File: src/rtl/apb_pkg.sv
// Shared APB definitions: state encoding, default bus widths and timer sizing.
package apb_pkg;

    localparam int APB_DATA_W  = 8;
    localparam int APB_ADDR_W  = 2;
    localparam int APB_TIMEOUT = 16;

    localparam logic [1:0] APB_IDLE   = 2'b00;
    localparam logic [1:0] APB_SETUP  = 2'b01;
    localparam logic [1:0] APB_ACCESS = 2'b10;

    typedef enum logic [1:0] {
        ST_IDLE   = APB_IDLE,
        ST_SETUP  = APB_SETUP,
        ST_ACCESS = APB_ACCESS
    } apb_state_e;

    // Counter width able to hold 0..limit, never narrower than one bit.
    function automatic int timer_width(input int limit);
        int w;
        w = $clog2(limit + 1);
        return (w < 1) ? 1 : w;
    endfunction

endpackage

File: src/rtl/apb_master_if.sv
// Command/response port plus APB bus of the APB initiator, bundled as one interface.
interface apb_master_if
    import apb_pkg::*;
#(
    parameter int DATA_W = APB_DATA_W,
    parameter int ADDR_W = APB_ADDR_W
) ();

    logic              cmd_valid;
    logic              cmd_ready;
    logic              cmd_write;
    logic [ADDR_W-1:0] cmd_addr;
    logic [DATA_W-1:0] cmd_wdata;

    logic              rsp_valid;
    logic [DATA_W-1:0] rsp_rdata;
    logic              rsp_err;

    logic              psel;
    logic              penable;
    logic              pwrite;
    logic [ADDR_W-1:0] paddr;
    logic [DATA_W-1:0] pwdata;
    logic              pready;
    logic [DATA_W-1:0] prdata;

    modport master (
        input  cmd_valid, cmd_write, cmd_addr, cmd_wdata, pready, prdata,
        output cmd_ready, rsp_valid, rsp_rdata, rsp_err,
        output psel, penable, pwrite, paddr, pwdata
    );

    modport slave (
        output cmd_valid, cmd_write, cmd_addr, cmd_wdata, pready, prdata,
        input  cmd_ready, rsp_valid, rsp_rdata, rsp_err,
        input  psel, penable, pwrite, paddr, pwdata
    );

endinterface

File: src/rtl/apb_wait_timer.sv
// Saturating wait-state counter; flags the cycle in which a still-waiting
// transfer would reach LIMIT wait states. LIMIT=0 never expires.
module apb_wait_timer
    import apb_pkg::*;
#(
    parameter int LIMIT = APB_TIMEOUT
) (
    input  logic clk,
    input  logic presetn,
    input  logic clear,
    input  logic enable,
    input  logic done,
    output logic expired
);

    localparam int            CW   = timer_width(LIMIT);
    localparam logic [CW-1:0] SAT  = CW'(LIMIT);
    localparam logic [CW-1:0] LAST = (LIMIT == 0) ? '0 : CW'(LIMIT - 1);

    logic [CW-1:0] count;

    // Count waiting cycles, restart on clear, hold once LIMIT is reached.
    always_ff @(posedge clk or negedge presetn) begin
        if (!presetn) begin
            count <= '0;
        end else if (clear) begin
            count <= '0;
        end else if (enable && !done && (count != SAT)) begin
            count <= count + CW'(1);
        end
    end

    assign expired = (LIMIT != 0) && enable && !done && (count == LAST);

endmodule

File: src/rtl/apb_master.sv
// APB initiator: turns one accepted command into one SETUP/ACCESS transfer,
// waits on pready with a timeout and returns a single-cycle response.
module apb_master
    import apb_pkg::*;
#(
    parameter int DATA_W  = APB_DATA_W,
    parameter int ADDR_W  = APB_ADDR_W,
    parameter int TIMEOUT = APB_TIMEOUT
) (
    input  logic pclk,
    input  logic presetn,
    apb_master_if.master bus
);

    apb_state_e state, state_nxt;

    logic              accept;
    logic              xfer_ok;
    logic              xfer_abort;
    logic              tmo;
    logic              cmd_ready_c;
    logic              psel_c;
    logic              penable_c;

    logic [ADDR_W-1:0] paddr_q;
    logic              pwrite_q;
    logic [DATA_W-1:0] pwdata_q;
    logic              rsp_valid_q;
    logic              rsp_err_q;
    logic [DATA_W-1:0] rsp_rdata_q;

    apb_wait_timer #(.LIMIT(TIMEOUT)) u_timer (
        .clk     (pclk),
        .presetn (presetn),
        .clear   (accept),
        .enable  (state == ST_ACCESS),
        .done    (bus.pready),
        .expired (tmo)
    );

    // State register; reset kills any transfer in flight.
    always_ff @(posedge pclk or negedge presetn) begin
        if (!presetn) begin
            state <= ST_IDLE;
        end else begin
            state <= state_nxt;
        end
    end

    // Next state and bus strobes; pready only matters in ACCESS.
    always_comb begin
        state_nxt   = state;
        cmd_ready_c = 1'b0;
        psel_c      = 1'b0;
        penable_c   = 1'b0;
        accept      = 1'b0;
        xfer_ok     = 1'b0;
        xfer_abort  = 1'b0;
        case (state)
            ST_IDLE: begin
                cmd_ready_c = presetn;
                if (bus.cmd_valid && presetn) begin
                    accept    = 1'b1;
                    state_nxt = ST_SETUP;
                end
            end
            ST_SETUP: begin
                psel_c    = 1'b1;
                state_nxt = ST_ACCESS;
            end
            ST_ACCESS: begin
                psel_c    = 1'b1;
                penable_c = 1'b1;
                if (bus.pready) begin
                    xfer_ok   = 1'b1;
                    state_nxt = ST_IDLE;
                end else if (tmo) begin
                    xfer_abort = 1'b1;
                    state_nxt  = ST_IDLE;
                end
            end
            default: state_nxt = ST_IDLE;
        endcase
    end

    // Capture the command on accept and hold it for the whole transfer and beyond.
    always_ff @(posedge pclk or negedge presetn) begin
        if (!presetn) begin
            paddr_q  <= '0;
            pwrite_q <= 1'b0;
            pwdata_q <= '0;
        end else if (accept) begin
            paddr_q  <= bus.cmd_addr;
            pwrite_q <= bus.cmd_write;
            pwdata_q <= bus.cmd_wdata;
        end
    end

    // One-cycle response after completion or abort; data only for successful reads.
    always_ff @(posedge pclk or negedge presetn) begin
        if (!presetn) begin
            rsp_valid_q <= 1'b0;
            rsp_err_q   <= 1'b0;
            rsp_rdata_q <= '0;
        end else begin
            rsp_valid_q <= xfer_ok || xfer_abort;
            rsp_err_q   <= xfer_abort;
            rsp_rdata_q <= (xfer_ok && !pwrite_q) ? bus.prdata : '0;
        end
    end

    assign bus.cmd_ready = cmd_ready_c;
    assign bus.psel      = psel_c;
    assign bus.penable   = penable_c;
    assign bus.paddr     = paddr_q;
    assign bus.pwrite    = pwrite_q;
    assign bus.pwdata    = pwdata_q;
    assign bus.rsp_valid = rsp_valid_q;
    assign bus.rsp_err   = rsp_err_q;
    assign bus.rsp_rdata = rsp_rdata_q;

endmodule

File: src/flat_wrapper.sv
// flat-port wrapper written by rule: the top's interface ports become plain ports
module apb_master_flat import apb_pkg::*;
#(
    parameter int DATA_W  = APB_DATA_W,
    parameter int ADDR_W  = APB_ADDR_W,
    parameter int TIMEOUT = APB_TIMEOUT
)
  (pclk, presetn, bus_cmd_valid, bus_cmd_write, bus_cmd_addr, bus_cmd_wdata, bus_pready, bus_prdata, bus_cmd_ready, bus_rsp_valid, bus_rsp_rdata, bus_rsp_err, bus_psel, bus_penable, bus_pwrite, bus_paddr, bus_pwdata);
  apb_master_if #(.DATA_W(DATA_W), .ADDR_W(ADDR_W)) bus_i ();
  input  logic pclk;
  input  logic presetn;
  input wire logic [$bits(bus_i.cmd_valid)-1:0] bus_cmd_valid;
  input wire logic [$bits(bus_i.cmd_write)-1:0] bus_cmd_write;
  input wire logic [$bits(bus_i.cmd_addr)-1:0] bus_cmd_addr;
  input wire logic [$bits(bus_i.cmd_wdata)-1:0] bus_cmd_wdata;
  input wire logic [$bits(bus_i.pready)-1:0] bus_pready;
  input wire logic [$bits(bus_i.prdata)-1:0] bus_prdata;
  output wire logic [$bits(bus_i.cmd_ready)-1:0] bus_cmd_ready;
  output wire logic [$bits(bus_i.rsp_valid)-1:0] bus_rsp_valid;
  output wire logic [$bits(bus_i.rsp_rdata)-1:0] bus_rsp_rdata;
  output wire logic [$bits(bus_i.rsp_err)-1:0] bus_rsp_err;
  output wire logic [$bits(bus_i.psel)-1:0] bus_psel;
  output wire logic [$bits(bus_i.penable)-1:0] bus_penable;
  output wire logic [$bits(bus_i.pwrite)-1:0] bus_pwrite;
  output wire logic [$bits(bus_i.paddr)-1:0] bus_paddr;
  output wire logic [$bits(bus_i.pwdata)-1:0] bus_pwdata;
  assign bus_i.cmd_valid = bus_cmd_valid;
  assign bus_i.cmd_write = bus_cmd_write;
  assign bus_i.cmd_addr = bus_cmd_addr;
  assign bus_i.cmd_wdata = bus_cmd_wdata;
  assign bus_i.pready = bus_pready;
  assign bus_i.prdata = bus_prdata;
  assign bus_cmd_ready = bus_i.cmd_ready;
  assign bus_rsp_valid = bus_i.rsp_valid;
  assign bus_rsp_rdata = bus_i.rsp_rdata;
  assign bus_rsp_err = bus_i.rsp_err;
  assign bus_psel = bus_i.psel;
  assign bus_penable = bus_i.penable;
  assign bus_pwrite = bus_i.pwrite;
  assign bus_paddr = bus_i.paddr;
  assign bus_pwdata = bus_i.pwdata;
  apb_master #(.DATA_W(DATA_W), .ADDR_W(ADDR_W), .TIMEOUT(TIMEOUT)) u_core (.pclk(pclk), .presetn(presetn), .bus(bus_i));
endmodule
File: config.mk
export PLATFORM = sky130hd
export DESIGN_NAME = apb_master_flat
export DESIGN_NICKNAME = d
export VERILOG_FILES = /design/src/rtl/apb_pkg.sv /design/src/rtl/apb_master_if.sv /design/src/rtl/apb_wait_timer.sv /design/src/rtl/apb_master.sv /design/src/flat_wrapper.sv
export SDC_FILE = /design/constraint.sdc
export NUM_CORES = 1
export LEC_CHECK = 0
export ABC_AREA = 0
export CORE_ASPECT_RATIO = 1.5
export CORE_UTILIZATION = 40
export DETAILED_ROUTE_END_ITERATION = 6
export PLACE_DENSITY = 0.8
export SKIP_CTS_REPAIR_TIMING = 1
export SLEW_MARGIN = 20
export SYNTH_ARGS = -nofsm -noshare
export SYNTH_HDL_FRONTEND = slang
export SYNTH_SLANG_ARGS = --single-unit
File: constraint.sdc
create_clock -name pclk -period 3.6 [get_ports pclk]
set_clock_uncertainty 0.05 [all_clocks]
set_input_delay 0.54 -clock pclk [delete_from_list [all_inputs] [get_ports pclk]]
set_output_delay 0.54 -clock pclk [all_outputs]
set_load 0.02 [all_outputs]
-- Word-level counts from Yosys, hierarchy flattened
Index checks and enable logic that the tools add are counted.
- register bits after elaboration: 28
- bits of input ports: 23
- output and inout port bits: 24
- word-level logic and storage cells: 44
- add/sub/neg operators: 1
- equality and inequality tests: 6
- muxes and demuxes: 17
- reduce and logical (&&, ||, !) cells: 12
- operators by type and width (kind ; number):
    $mux W1 ; 10
    $mux W5 ; 2
    $mux W8 ; 1
    $mux W2 ; 3
    $pmux W2 S3 ; 1
    $add A5 B1 Y5 const B ; 1
    $eq A5 B4 Y1 const B ; 1
    $logic_and A1 B1 Y1 ; 5
    $ne A5 B5 Y1 const B ; 1
    $ne A3 B2 Y1 const B ; 1
    $eq A2 B1 Y1 const B ; 1
    $eq A2 B2 Y1 const B ; 1
    $logic_not A1 Y1 ; 2
    $logic_not A2 Y1 ; 1
    $ne A2 B1 Y1 const B ; 1
    $reduce_and A2 Y1 ; 1
    $reduce_bool A2 Y1 ; 1
    $reduce_or A2 Y1 ; 1
    $logic_or A1 B1 Y1 ; 1

-- Logic depth before layout (Yosys ltp)
Gate-level depths: netlist of run 1.
- depth after elaboration: 7
- mapped depth: 6
- depth with buffers taken out: 5

-- Cells and area by module
From an unflattened synthesis of run 1, not the netlist that was laid out.
- cells, all modules: 92
- area, all modules: 1251.2 sq um
- modules (own cells, without submodules) (module ; instances ; cells an instance ; area each (sq um) ; sequential area each (sq um)):
    apb_master ; 1 ; 60 ; 919.6 ; 575.6
    apb_wait_timer ; 1 ; 32 ; 331.6 ; 125.1

-- Worst setup path after synthesis of run 1
No wires, ideal clock.
- kind: reg-to-reg
- start point: reg u_core.state[0]
- end point: reg u_core.state[0]
- setup time: 0.125 ns
- arrival: 1.413 ns
- data required time: 3.425 ns
- slack: 2.013 ns
- stages on the path, launching flop included: 6
- buffers on the path: 0
- clock period less this slack: 1.587 ns
- cell sequence: dfrtp_1 inv_1 ha_1 nand2b_4 a2bb2oi_1 mux2_2
- longest elaborated chain between the ends: 5
- elaborated cells between the ends (all ways): 9
- those cells by class: eq/ne (4); mux (1); reduce/logical (4)
- ends and longest elaborated chain (element ; RTL line ; text):
    start: declaration ; apb_master.sv:15 ; apb_state_e state, state_nxt;
    start signal: assignment ; apb_master.sv:46 ; state <= state_nxt;
    $eq A2 B2 Y1 ; apb_master.sv:36, apb_master.sv:59 ;
    $logic_and A1 B1 Y1 (2 in series) ; apb_wait_timer.sv:33 ; assign expired = (LIMIT != 0) && enable && !done && (count == LAST);
    $ne A3 B2 Y1 (no source line) ; n/a ;
    $reduce_and A2 Y1 (no source line) ; n/a ;
Parallel ways exist; a longest one is shown, timed or not.
A chain may end at the register's enable or synchronous reset.

-- Worst setup path after layout of run 1
- start point: reg u_core.state[0]
- end point: out bus_cmd_ready
- longest elaborated chain between the ends: 2
- ends and longest elaborated chain (element ; RTL line ; text):
    $logic_not A2 Y1 ; apb_master.sv:59 ; case (state)
    $mux W1 ; apb_master.sv:59 ;
    end: declaration ; flat_wrapper.sv:18 ; output wire logic [$bits(bus_i.cmd_ready)-1:0] bus_cmd_ready;
Every way passes these cells.

==> metrics.md, run 1 <==
| Metric | Value |
|---|---|
| Critical Path Fanout Max | 3 |
| Antenna Nets Post-Route | 0 |
| Synthesized Nets | roughly 120 |
| Max clock buf depth | 2 |
| Sum Neg Setup Slack | 0 ps |
| Hold endpoint | u_core.bus.paddr[1] |
| R2R depth | 5 |
| CTS tree | built |
| FMAX | 422.8 MHz |
| Minimum clock period | 2365 ps |
| Commonest non-fill, non-tap cell in the layout | clkdlybuf4s50_1 |
| Max cap viols | 0 |
| Final hold violations | 0 |
| Fin util | 61.56% |
| Antenna violations before repair | 0 |
| Syn avg cell area | ~14 sq um |
| Die height | roughly 70 microns |
| Root buf cell | clkbuf_8 |
| Slowest stage delay, CP | 590 ps |
| Via/cell ratio | 4.867 |
| EDFF count, synth | 0 |
| Slowest CP cell | clkdlybuf4s50_1 |
| Antenna Cells | 0 |
| Drt drc | 0 |
| Skew-Pair Late Insertion Delay | 270 ps |
| Cell row count | 24 |
| Worst hold path type | register to register |
| Initial Util | 42.31% |
| Pin count of the biggest net entering global routing | 31 |
| WL/cell | 13.44 microns |
| Final setup viols | 0 |
| Synth unique cells | 26 |
| DRT iter0 DRCs | 23 |
| Placer Congestion | between 0.7 and 0.8 |
| R2r setup slk | 1840 ps |
| 1st-pass router iterations | 4 |
| Post-synth ARST share | 100.0% |
| First-pass GRT wire length | 3981 microns |
| Kind of critical path | register to output pin |
| Port Buffers | 46 |
| Max Slew Vio Count | 0 |
| Reg2reg end | u_core.state[0] |
| Final Net Count | 172 |
| I/O pin count | 47 |
| Setup crit end kind | output pin |
| Worst slew pin tran | 371.5 ps |
| Tcrit/Tclk final | 65.70% |
| WP buf/inv | 2 |
| Total Power | 1.260 mW |
| CP required | 3010 ps |
| Cells after DPL | 176 |
| Proportion of layout cells with a drive suffix above 1 | 15.60% |
| Htree depth | 1 |
| YS warnings | 0 |
| Worst path arrival time | 1780 ps |
| CTS clk-pin slew, worst paths | 90 ps |
| Die span in x | 47.32 microns |
| Worst VDD drop | 0.3652 mV |
| P_leak | 0.8113 nW |
| Vias in the first global route | 949 |
| WHS Path Cells | 1 |
| Core area | between 0.002 and 0.003 sq mm |
| Sequential share of the synthesized area | 56.85% |
| Total grt overflow | 0 |
| FF-to-FF Start | u_core.u_timer.count[1] |
| Synth Flop Type | dfrtp_1 |
| Hold Crit Start | u_core.bus.paddr[1] |
| Power Density | 702.9 mW/mm^2 |
| Via count | 876 |
| CP Launch Type | register |
| Mapped cell area | between 0.001 and 0.0015 sq mm |
| Total wire length | around 2400 microns |
| CTS Sinks | 28 |
| HPWL Detailed | 1881 microns |
| Die area | 0.003311 sq mm |
| Status | complete, no violations |
| Slew HR | between 70% and 80% |
| Seq cells post-synth | 28 |
| Inserted Clock Buffers | 3 |
| CP cell instances | inv_1, ha_1, and2_1, clkdlybuf4s50_1 |
| P&R area growth vs syn | 45.48% |
| GR Util All Layers | 16.68% |
| Commonest cells after routing, fill and taps aside | 46 x clkdlybuf4s50_1, 28 x dfrtp_1, 10 x and2_1, 9 x mux2_2, 7 x ha_1 |
| RSZ-0062 raised after global routing | no |
| Final Non-Filler Cells | 180 |
| CP delay by family, top | buffers and inverters |
| Synth Instances | 91 |
## through the flow
step / setup slack [ps] / cell area [sq um] / hold WS (ps)
after CTS: 1226 / 1793 / 475.2
after global routing: 1122 / 1793 / 495.2
after detailed placement: 1222 / 1738 / 455.1
after global placement: 1282 / 1738 / 436.3
final: 1235 / 1793 / 472.6
after floorplan: 2013 / 1232 / 194.4
## power breakdown
group | total (mW) | switching (mW) | internal [mW]
logic | 0.594 | 0.277 | 0.317
clock network | 0.188 | 0.0902 | 0.0978
registers | 0.478 | 0.0642 | 0.414
## state kept, by name, summed over array words and instances (netlist names)
| name | cells |
|---|---|
| u_core.bus.pwdata | 8 |
| u_core.bus.rsp_err | 1 |
| u_core.bus.paddr | 2 |
| u_core.bus.rsp_rdata | 8 |
| u_core.bus.pwrite | 1 |
| u_core.state | 2 |
| u_core.u_timer.count | 5 |
| u_core.bus.rsp_valid | 1 |
## worst register-to-register path, cell delays in order (launching register included)
cell,delay (ps)
dfrtp_1,410
ha_1,200
and3_1,180
ha_1,190
a2bb2oi_1,260
mux2_2,370
## layout make-up
class | count | area, sq um
Multi-Input combinational cell | 57 | 501.7
Timing Repair Buffer | 47 | 467.9
Sequential cell | 28 | 700.7
Clock buffer | 4 | 55.05
Fill cell | 257 | 1120
Tap cell | 39 | 48.80
Inverter | 5 | 18.77
## synthesized netlist by cell type, types with 2 or more instances
library cell  count  area [sq um]
and2_1           10         62.56
dfrtp_1          28         700.7
ha_1              7         87.58
inv_1             5         18.77
mux2_2            9         101.4
mux2_4            4         60.06
nand2_1           4         15.01
nand3_1           2         10.01
nor2_1            2         7.510
o21ai_0           4         20.02
## cell families after synthesis
group	after synthesis	synth area share [%]
simple gates	27	15.13
mux	13	13.10
fa+ha+maj	7	7.106
flops	28	56.85
compound gates	10	5.381
buf+inv	6	2.437
## worst max path at each step
stage,startpoint,endpoint,slack [ps],depth (start not counted)
finish,u_core.state[0],bus_cmd_ready,1230,4
global route,u_core.state[1],bus_cmd_ready,1120,4
CTS,u_core.state[0],bus_cmd_ready,1230,4
detailed placement,presetn,u_core.u_timer.count[2],1220,5
global placement,presetn,u_core.u_timer.count[2],1280,5
floorplan,u_core.state[0],u_core.state[0],2010,5
## per-layer routing
metal	global-route usage, %	vias to the layer above	wire [microns]
met5	0	-	0
met4	7.619	0	47
met3	3.618	5	155
met2	29.68	36	1314
met1	17.01	422	902
li1	-	413	-
No activity file was read; power rests on OpenSTA's default activity.
==> run 2: changes to the inputs <==
- clock period: 3.6 -> 2.5 ns (I/O delays scaled with it)
==> run 2 against run 1 <==
Against the previous run:
- global-route usage up 1.4 points
- clock power up 86%
- worst setup slack worse by 960 ps
- combinational power up 45%
- clock-buffer cell count down 1
- wire length up 5.7%
- cell area up 1.3%
- total power up 50%
- utilization up 0.82 points
- sequential share of layout area down 0.51 points
- sequential power up 44%
- critical path type unchanged
- highest routed layer unchanged
==> metrics.md, run 2 (synthesis results as in run 1) <==
| Metric | Value |
|---|---|
| Minimum clock period | about 2200 ps |
| Drt drc | 0 |
| Final setup viols | 0 |
| Inserted Clock Buffers | 3 |
| Post-DP Area | 0.001745 sq mm |
| Most used routing layer | met2 |
| Setup crit end kind | output pin |
| CP Launch Type | register |
| Worst path arrival time | between 1500 and 2000 ps |
| 1st-pass router iterations | 4 |
| Initial Util | 42.31% |
| Worst hold path type | input pin to asynchronous set/reset pin |
| Filler cells | 247 |
| CTS Sinks | 28 |
| CTS clk-pin slew, worst paths | 90 ps |
| Root buf cell | clkbuf_8 |
| Via count | 895 |
| FMAX | about 450 MHz |
| Die height | 69.98 microns |
| Final hold violations | 0 |
| Worst slew pin tran | 339.7 ps |
| Max cap viols | 0 |
| Slowest CP cell | clkdlybuf4s50_1 |
| Skew-Pair Late Insertion Delay | 270 ps |
| Final Net Count | 173 |
| CTS tree | built |
| Placer Congestion | 0.6990 |
| Status | complete, no violations |
| Core area | 0.002913 sq mm |
| Max clock buf depth | 2 |
| Power Density | 1044 mW/mm^2 |
| WL/cell | 14.13 microns |
| RSZ-0062 raised after global routing | no |
| CP required | 2080 ps |
| Die span in x | approximately 47 microns |
| P_leak | 0.8230 nW |
| Antenna Nets Post-Route | 0 |
| Slew HR | 77.27% |
| Commonest non-fill, non-tap cell in the layout | clkdlybuf4s50_1 |
| DRT iter0 DRCs | 14 |
| Port Buffers | 46 |
| Slowest stage delay, CP | about 600 ps |
| Commonest cells after routing, fill and taps aside | 46 x clkdlybuf4s50_1, 28 x dfrtp_1, 10 x and2_1, 9 x mux2_2, 7 x ha_1 |
| Total grt overflow | 0 |
| First-pass GRT wire length | 4312 microns |
| Max Slew Vio Count | 0 |
| I/O pin count | 47 |
| Total wire length | 2557 microns |
| CP cell instances | inv_1, ha_1, and2_1, clkdlybuf4s50_1 |
| Pin count of the biggest net entering global routing | 19 |
| Worst VDD drop | 0.6506 mV |
| Antenna Cells | 0 |
| Design area | 0.001817 sq mm |
| Antenna violations before repair | 0 |
| Met1 Usage GRT | 20.07% |
| M2 GR Usage | 31.51% |
| Die area | 0.003311 sq mm |
| Htree depth | 1 |
| Critical Path Fanout Max | 3 |
| Kind of critical path | register to output pin |
| GR Util All Layers | 18.03% |
| P&R area growth vs syn | 47.41% |
| Met3 Resource Use GR | roughly 3.6% |
| Via/cell ratio | 4.945 |
| Proportion of layout cells with a drive suffix above 1 | 16.20% |
| HPWL Detailed | 2004 microns |
| Cell row count | 24 |
| Vias in the first global route | 1003 |
| Sum Neg Setup Slack | 0 ps |
| Tcrit/Tclk final | between 80% and 90% |
## run 2: cell types whose count changed in the layout (fill, tap and decap cells not counted), sizes merged
cell / change
buf: +1
bufinv: +1
clkbuf: -1
## run 2: area by class of cell
cell class / count / area, sq um / share of cell area, %
flip-flops and latches: 28 / 700.7 / 38.57
clock inverters: 1 / 30.03 / 1.653
inverters: 5 / 18.77 / 1.033
repair buffers: 48 / 475.5 / 26.17
well taps: 39 / 48.80 / 2.686
clock buffers: 3 / 41.29 / 2.273
multi-input cells: 57 / 501.7 / 27.62
## run 2: worst paths after layout
path | start | end | slack (ps) | depth (start not counted)
worst min register to register | u_core.bus.pwdata[2] | u_core.bus.pwdata[2] | 460 | 1
worst max-delay path | u_core.state[0] | bus_cmd_ready | 280 | 4
worst min-delay path | presetn | u_core.bus.rsp_rdata[5] | 420 | 2
worst max register to register | u_core.u_timer.count[1] | u_core.state[0] | 680 | 5
min in group pclk | u_core.bus.pwdata[2] | u_core.bus.pwdata[2] | 460 | 1
max in group asynchronous | presetn | u_core.bus.rsp_err | 1800 | 2
## run 2: through the flow
| step | hold slack, ps | util (%) | cells | setup slack, ps | total power, mW |
|---|---|---|---|---|---|
| floorplan | 29.41 | - | 91 | 912.6 | 1.177 |
| finish | 417.3 | 62.37 | 181 | 276.1 | 1.897 |
| detailed placement | 446.2 | 59.92 | 177 | 433.3 | 1.560 |
| CTS | 424.7 | 62.37 | 181 | 257.5 | 1.916 |
| global placement | 437.0 | 59.92 | 177 | 488.7 | 1.518 |
| global route | 439.5 | 62.37 | 181 | 178.5 | 2.014 |
## run 2: worst max-delay path: cells and delay by family (launching register included)
| family | cells | cell delay, ps |
|---|---|---|
| adder cells (fa/ha/maj) | 1 | 250 |
| buffers and inverters | 2 | 720 |
| flip-flops | 1 | 410 |
| AND/OR/NAND/NOR | 1 | 150 |
## run 2: power breakdown
group / internal (mW) / total, mW / switching [mW] / leakage (nW)
sequential: 0.596 / 0.686 / 0.0901 / 0.361
clock: 0.214 / 0.350 / 0.136 / 0.0357
combinational: 0.457 / 0.861 / 0.404 / 0.426
total: 1.27 / 1.90 / 0.630 / 0.823
## run 2: routing by layer
| metal | wire, microns | part of all wire (%) | up-vias |
|---|---|---|---|
| met2 | 1412 | 55 | 44 |
| met3 | 164 | 6.4 | 6 |
| met4 | 42 | 1.6 | 0 |
| met1 | 937 | 37 | 436 |
| li1 | - | - | 409 |
| met5 | 0 | 0 | - |
==> run 3: changes to the inputs <==
- SKIP_CTS_REPAIR_TIMING: 1 -> not set
==> results of run 3 <==
Same layout as run 2: the final DEF is identical, and so are final timing and power.
